--- src/rtl/axis_dac_spi_tx.sv ---
// Four-channel AXI-Stream to quad serial DAC transmitter: sends a control frame after reset,
// then one 24-bit frame per channel in lockstep for each joint four-way handshake, followed by an LDAC pulse.
`timescale 1ns/1ps
module axis_dac_spi_tx #(
  parameter int                  SAXIS_TDATA_WIDTH = 32,
  parameter int                  DAC_BITS          = 20,
  parameter int                  SCLK_DIV          = 2,
  parameter int                  GAP_CYCLES        = 4,
  parameter int                  LDAC_CYCLES       = 2,
  parameter logic [DAC_BITS+3:0] CTRL_WORD         = 24'h200012
) (
  input  logic                         a_clk,
  input  logic                         a_resetn,
  input  logic [SAXIS_TDATA_WIDTH-1:0] S_AXIS1_tdata,
  input  logic [SAXIS_TDATA_WIDTH-1:0] S_AXIS2_tdata,
  input  logic [SAXIS_TDATA_WIDTH-1:0] S_AXIS3_tdata,
  input  logic [SAXIS_TDATA_WIDTH-1:0] S_AXIS4_tdata,
  input  logic                         S_AXIS1_tvalid,
  input  logic                         S_AXIS2_tvalid,
  input  logic                         S_AXIS3_tvalid,
  input  logic                         S_AXIS4_tvalid,
  output logic                         S_AXIS1_tready,
  output logic                         S_AXIS2_tready,
  output logic                         S_AXIS3_tready,
  output logic                         S_AXIS4_tready,
  input  logic                         enable,
  output logic                         dac_sclk,
  output logic                         dac_sync_n,
  output logic [3:0]                   dac_sdi,
  output logic                         dac_ldac_n,
  output logic                         busy,
  output logic [31:0]                  frame_count
);

  localparam int FW       = DAC_BITS + 4;
  localparam int PH_W     = $clog2(2 * SCLK_DIV + 1);
  localparam int BIT_W    = $clog2(FW + 1);
  localparam int WAIT_MAX = (GAP_CYCLES > LDAC_CYCLES) ? GAP_CYCLES : LDAC_CYCLES;
  localparam int WT_W     = $clog2(WAIT_MAX + 1);

  localparam logic [PH_W-1:0]  PH_LAST   = PH_W'(2 * SCLK_DIV - 1);
  localparam logic [PH_W-1:0]  PH_HIGH   = PH_W'(SCLK_DIV);
  localparam logic [BIT_W-1:0] BIT_LAST  = BIT_W'(FW - 1);
  localparam logic [WT_W-1:0]  GAP_LAST  = WT_W'(GAP_CYCLES - 1);
  localparam logic [WT_W-1:0]  LDAC_LAST = WT_W'(LDAC_CYCLES - 1);

  localparam logic [2:0] ST_INIT  = 3'd0;
  localparam logic [2:0] ST_IDLE  = 3'd1;
  localparam logic [2:0] ST_SHIFT = 3'd2;
  localparam logic [2:0] ST_GAP   = 3'd3;
  localparam logic [2:0] ST_LDAC  = 3'd4;

  logic [2:0]       state_q, state_d;
  logic [PH_W-1:0]  ph_q, ph_d;
  logic [BIT_W-1:0] bit_q, bit_d;
  logic [WT_W-1:0]  wt_q, wt_d;
  logic             is_data_q, is_data_d;
  logic [31:0]      fc_q, fc_d;
  logic [FW-1:0]    sr_q [4];
  logic [FW-1:0]    sr_d [4];

  logic [SAXIS_TDATA_WIDTH-1:0] tdata_w [4];
  logic [FW-1:0]                frame_w [4];
  logic [3:0]                   tvalid_w;
  logic                         handshake_w;

  assign tdata_w[0] = S_AXIS1_tdata;
  assign tdata_w[1] = S_AXIS2_tdata;
  assign tdata_w[2] = S_AXIS3_tdata;
  assign tdata_w[3] = S_AXIS4_tdata;
  assign tvalid_w   = {S_AXIS4_tvalid, S_AXIS3_tvalid, S_AXIS2_tvalid, S_AXIS1_tvalid};

  // All four streams are consumed together or not at all.
  assign handshake_w    = (state_q == ST_IDLE) && enable && (&tvalid_w);
  assign S_AXIS1_tready = handshake_w;
  assign S_AXIS2_tready = handshake_w;
  assign S_AXIS3_tready = handshake_w;
  assign S_AXIS4_tready = handshake_w;

  genvar gi;
  generate
    for (gi = 0; gi < 4; gi++) begin : g_ch
      // DAC code is the sample MSBs, truncated; low bits are deliberately dropped.
      assign frame_w[gi] = {4'b0001, tdata_w[gi][SAXIS_TDATA_WIDTH-1 -: DAC_BITS]};
      assign dac_sdi[gi] = (state_q == ST_SHIFT) ? sr_q[gi][FW-1] : 1'b0;

      if (SAXIS_TDATA_WIDTH > DAC_BITS) begin : g_lsb
        logic unused_lsbs;
        assign unused_lsbs = ^tdata_w[gi][SAXIS_TDATA_WIDTH-DAC_BITS-1:0];
      end

      always_ff @(posedge a_clk or negedge a_resetn) begin
        if (!a_resetn) begin
          sr_q[gi] <= '0;
        end else begin
          sr_q[gi] <= sr_d[gi];
        end
      end
    end
  endgenerate

  always_comb begin
    state_d   = state_q;
    ph_d      = ph_q;
    bit_d     = bit_q;
    wt_d      = wt_q;
    is_data_d = is_data_q;
    fc_d      = fc_q;
    for (int k = 0; k < 4; k++) begin
      sr_d[k] = sr_q[k];
    end
    case (state_q)
      ST_INIT: begin
        for (int k = 0; k < 4; k++) begin
          sr_d[k] = CTRL_WORD;
        end
        is_data_d = 1'b0;
        ph_d      = '0;
        bit_d     = '0;
        state_d   = ST_SHIFT;
      end
      ST_IDLE: begin
        if (handshake_w) begin
          for (int k = 0; k < 4; k++) begin
            sr_d[k] = frame_w[k];
          end
          is_data_d = 1'b1;
          ph_d      = '0;
          bit_d     = '0;
          state_d   = ST_SHIFT;
        end
      end
      ST_SHIFT: begin
        if (ph_q == PH_LAST) begin
          ph_d = '0;
          for (int k = 0; k < 4; k++) begin
            sr_d[k] = {sr_q[k][FW-2:0], 1'b0};
          end
          if (bit_q == BIT_LAST) begin
            bit_d   = '0;
            wt_d    = '0;
            state_d = ST_GAP;
          end else begin
            bit_d = bit_q + BIT_W'(1);
          end
        end else begin
          ph_d = ph_q + PH_W'(1);
        end
      end
      ST_GAP: begin
        if (wt_q == GAP_LAST) begin
          wt_d    = '0;
          state_d = is_data_q ? ST_LDAC : ST_IDLE;
        end else begin
          wt_d = wt_q + WT_W'(1);
        end
      end
      ST_LDAC: begin
        if (wt_q == LDAC_LAST) begin
          wt_d    = '0;
          fc_d    = fc_q + 32'd1;
          state_d = ST_IDLE;
        end else begin
          wt_d = wt_q + WT_W'(1);
        end
      end
      default: state_d = ST_INIT;
    endcase
  end

  always_ff @(posedge a_clk or negedge a_resetn) begin
    if (!a_resetn) begin
      state_q   <= ST_INIT;
      ph_q      <= '0;
      bit_q     <= '0;
      wt_q      <= '0;
      is_data_q <= 1'b0;
      fc_q      <= '0;
    end else begin
      state_q   <= state_d;
      ph_q      <= ph_d;
      bit_q     <= bit_d;
      wt_q      <= wt_d;
      is_data_q <= is_data_d;
      fc_q      <= fc_d;
    end
  end

  // Pin values are decoded from state so reset forces them without waiting for a clock.
  assign dac_sync_n  = (state_q != ST_SHIFT);
  assign dac_sclk    = (state_q == ST_SHIFT) && (ph_q < PH_HIGH);
  assign dac_ldac_n  = (state_q != ST_LDAC);
  assign busy        = (state_q != ST_IDLE);
  assign frame_count = fc_q;

endmodule
--- config.mk ---
export PLATFORM = sky130hd
export DESIGN_NAME = axis_dac_spi_tx
export DESIGN_NICKNAME = d
export VERILOG_FILES = /design/src/rtl/axis_dac_spi_tx.sv
export SDC_FILE = /design/constraint.sdc
export NUM_CORES = 1
export LEC_CHECK = 0
export BUFFER_PORTS_ARGS = -buffer_cell sky130_fd_sc_hd__buf_2
export CORE_UTILIZATION = 40
export DETAILED_ROUTE_END_ITERATION = 16
export PLACE_DENSITY = 0.68
export SYNTH_ARGS = -nofsm -noshare
export SYNTH_HDL_FRONTEND = slang
export SYNTH_SLANG_ARGS = --single-unit
export TNS_END_PERCENT = 30
--- constraint.sdc ---
create_clock -name a_clk -period 2 [get_ports a_clk]
set_clock_uncertainty 0.15 [all_clocks]
set_input_delay 0.4 -clock a_clk [delete_from_list [all_inputs] [get_ports a_clk]]
set_output_delay 0.4 -clock a_clk [all_outputs]
set_load 0.02 [all_outputs]
==> flow_summary.toml <==
[pwr]
power_frac_clock_pct = 23.6
p_int_mw = 8.72
netSwitchingFraction_pct = 33.2
seqPwrFrac_pct = 32.3
leakage_nw = 4.60
powerDensity_nw_per_um2 = 1400
p_switching_mw = 4.33
p_comb_share_pct = 44.1
power_mw = 13.1
peakVddDrop_mv = 0.899

[floorplanning]
core_um2 = 16800
die_h_um = 134
start_util_pct = 41.5
fp.dieArea_um2 = 18000
ios = 179
num_rows = 47
die_w_um = 134

[layout]
post-route-util_pct = 55.3
fillCellCount = 1422
syn_to_final_growth_pct = 33.5
layout.nets = 898
final_cell_count_no_fill = 989
layout-drive-gt1-share_pct = 44.6
antenna_cells = 0

[clock_tree]
htreeDepth = 4
clock_sink_count = 143
insertion_delay_ns = 0.42
cts_tree = "done"
cts-root-buf = "clkbuf_16"
clk_pin_slew_ns = 0.06
cts_made_buffers = 17
cts_max_path_buffers = 2

[setup_path]
worstPathArrival_ns = 1.65
path_class = "flop to output port"
crit_fanout = 4
reg2reg_depth = 7
endpoint_kind = "output port"
reg2reg_from = "state_q[0]"
cp_data_required_time_ns = 1.45
ff2ff_setup_slack_ns = -0.15
r2r_end = "sr_q[65]"
startpoint_type = "flop"

[logic_synthesis]
ys_types = 45
yosys.area.top_type = "dfrtp_1"
synth_area_um2 = 6970
synth_edf_count = 0
synthFlopType = "dfrtp_1"
synth.area.top_cells = "dfrtp_1 51%, mux2_2 13%, a22o_1 8.7%"
synth_top_area_share_pct = 51.3
synth_common_cells = "143 x dfrtp_1, 78 x mux2_2, 69 x a22o_1, 41 x inv_1, 33 x nand2_1"
synthCells = 591
yosysMostFrequentCell = "dfrtp_1"
yosysSeqAreaShare_pct = 51.3
ys_ff_latch = 143
syn_nets = 733
yosys_warnings = 0
syn_area_per_cell_um2 = 11.8
async_flop_share_pct = 100

[status]
outcome = "finished with violations"
failed_checks = "setup timing"

[global_routing]
grtUsageTotal_pct = 19.0
grt_antenna_before_repair = 0
grt_pass1_wl_um = 27200
grt_pass1_vias = 5500
grt_max_degree = 94
grt-ovfl-total = 0

[timing]
holdWs_ns = 0.0645
tns_ns = -10.71
hold_viol_final = 0
relSlewSlack_pct = 65.7
slew_violations = 0
period_minus_slack_ns = 2.20
period_share_pct = 110
setup_viol = 96
grt_setup_unrepaired = "yes"
tightest_slew_ns = 0.514
setup_ws_ns = -0.198
max_freq_ghz = 0.455

[drt]
wl_per_cell_um = 17.2
ant_nets = 0
drtPass1Iterations = 4
via_per_inst = 5.34
routed_wl_um = 17000
dr.first_iter.drc_count = 238
drc_errors = 0
vias = 5285

[place]
dp.final_hpwl_um = 10500
numPlacedInstances = 932
gp_congestion = 0.776
port_buffers = 130

[worst_hold_path]
hold_start = "S_AXIS2_tdata[12]"
hp-class = "input pin to flop"
worstHoldPathCells = 3
whs_endpoint = "sr_q[48]"

[flow_run]
max_cap_viol_count = 0
-- timing repair --
item	CTS	global route
setup buffers	14	5
setup endpoints to repair	77	107
hold endpoints to repair	49	0
gates cloned	1	4
gates resized for setup	47	39
pin swaps	7	9
hold buffers	1	0
-- area by class of cell --
class / instances / area (um2) / area share, %
repair buffers: 187 / 1450 / 15.6
well taps: 220 / 275 / 2.96
inverters: 42 / 169 / 1.81
clock inverters: 11 / 109 / 1.17
clock buffers: 21 / 470 / 5.05
flip-flops and latches: 143 / 3580 / 38.5
multi-input cells: 365 / 3250 / 34.9
-- sequential cells by signal (all words and copies together) (netlist names) --
register and cells:
bit_q 5, frame_count 32, is_data_q 1, ph_q 3, sr_q 96, state_q 3
wt_q 3
-- worst max path at each step --
stage | start | endpoint | slack [ns] | cells past startpoint
finish | state_q[2] | dac_sdi[3] | -0.20 | 5
global route | state_q[2] | dac_sdi[3] | -0.26 | 5
CTS | state_q[2] | dac_sdi[3] | -0.23 | 5
detailed placement | wt_q[1] | frame_count[29] | -0.08 | 7
global placement | S_AXIS3_tvalid | sr_q[54] | -0.03 | 7
floorplan | state_q[0] | dac_sdi[0] | -0.04 | 5
-- worst max-delay path, cell delays in order, from the launching register on --
cell        delay (ns)
dfrtp_2           0.45
nor3b_4           0.25
clkinvlp_4        0.17
buf_6             0.16
nor2_4            0.08
buf_6             0.12
-- power groups by stage --
stage | logic, mW | clock network, mW | registers (mW)
after global routing | 6.24 | 3.28 | 4.31
after global placement | 4.68 | 0 | 4.19
final | 5.76 | 3.07 | 4.22
after floorplan | 3.59 | 0 | 4.07
after detailed placement | 4.86 | 0 | 4.24
after CTS | 5.38 | 3.14 | 4.21
-- metal layers --
metal  vias to the layer above  share of wire (%)  global-route usage, %
met4                         0               0.81                   5.74
met3                        12                6.0                   6.12
met2                       134                 51                   31.8
met5                         -                  0                      0
met1                      2686                 43                   23.5
li1                       2453                  -                      -
-- kinds of logic after synthesis --
kind of cell | synth area share (%)
mux | 15.8
xor+xnor | 3.89
flops | 51.3
simple gates | 9.71
fa+ha+maj | 1.26
buf+inv | 5.58
compound gates | 12.5
-- metrics by stage --
stage	worst slack, ns	instance area [um2]
floorplan	-0.0446	7000
global route	-0.260	9310
finish	-0.198	9310
global placement	-0.0251	8110
detailed placement	-0.0779	8110
CTS	-0.232	9000
-- layout by cell type, fill, tap and decap left out, types with 7 or more instances in the layout --
master     synthesis  routed
a21oi_1            8       7
a22o_1            69      69
and4_1             7       7
buf_12             0      13
buf_2             20     118
buf_4             12      32
buf_6              1      17
clkbuf_16          0      20
dfrtp_1          143     140
inv_1             41      40
mux2_2            78      63
mux2_4             0      15
mux2i_1           22      21
nand2_1           33      33
nand3_1           14      13
nor2_1            18      13
nor3_2             7      13
o21ai_0           10      10
xnor2_1           11      11
xor2_1            20      20
No activity file was read; power rests on OpenSTA's default activity.
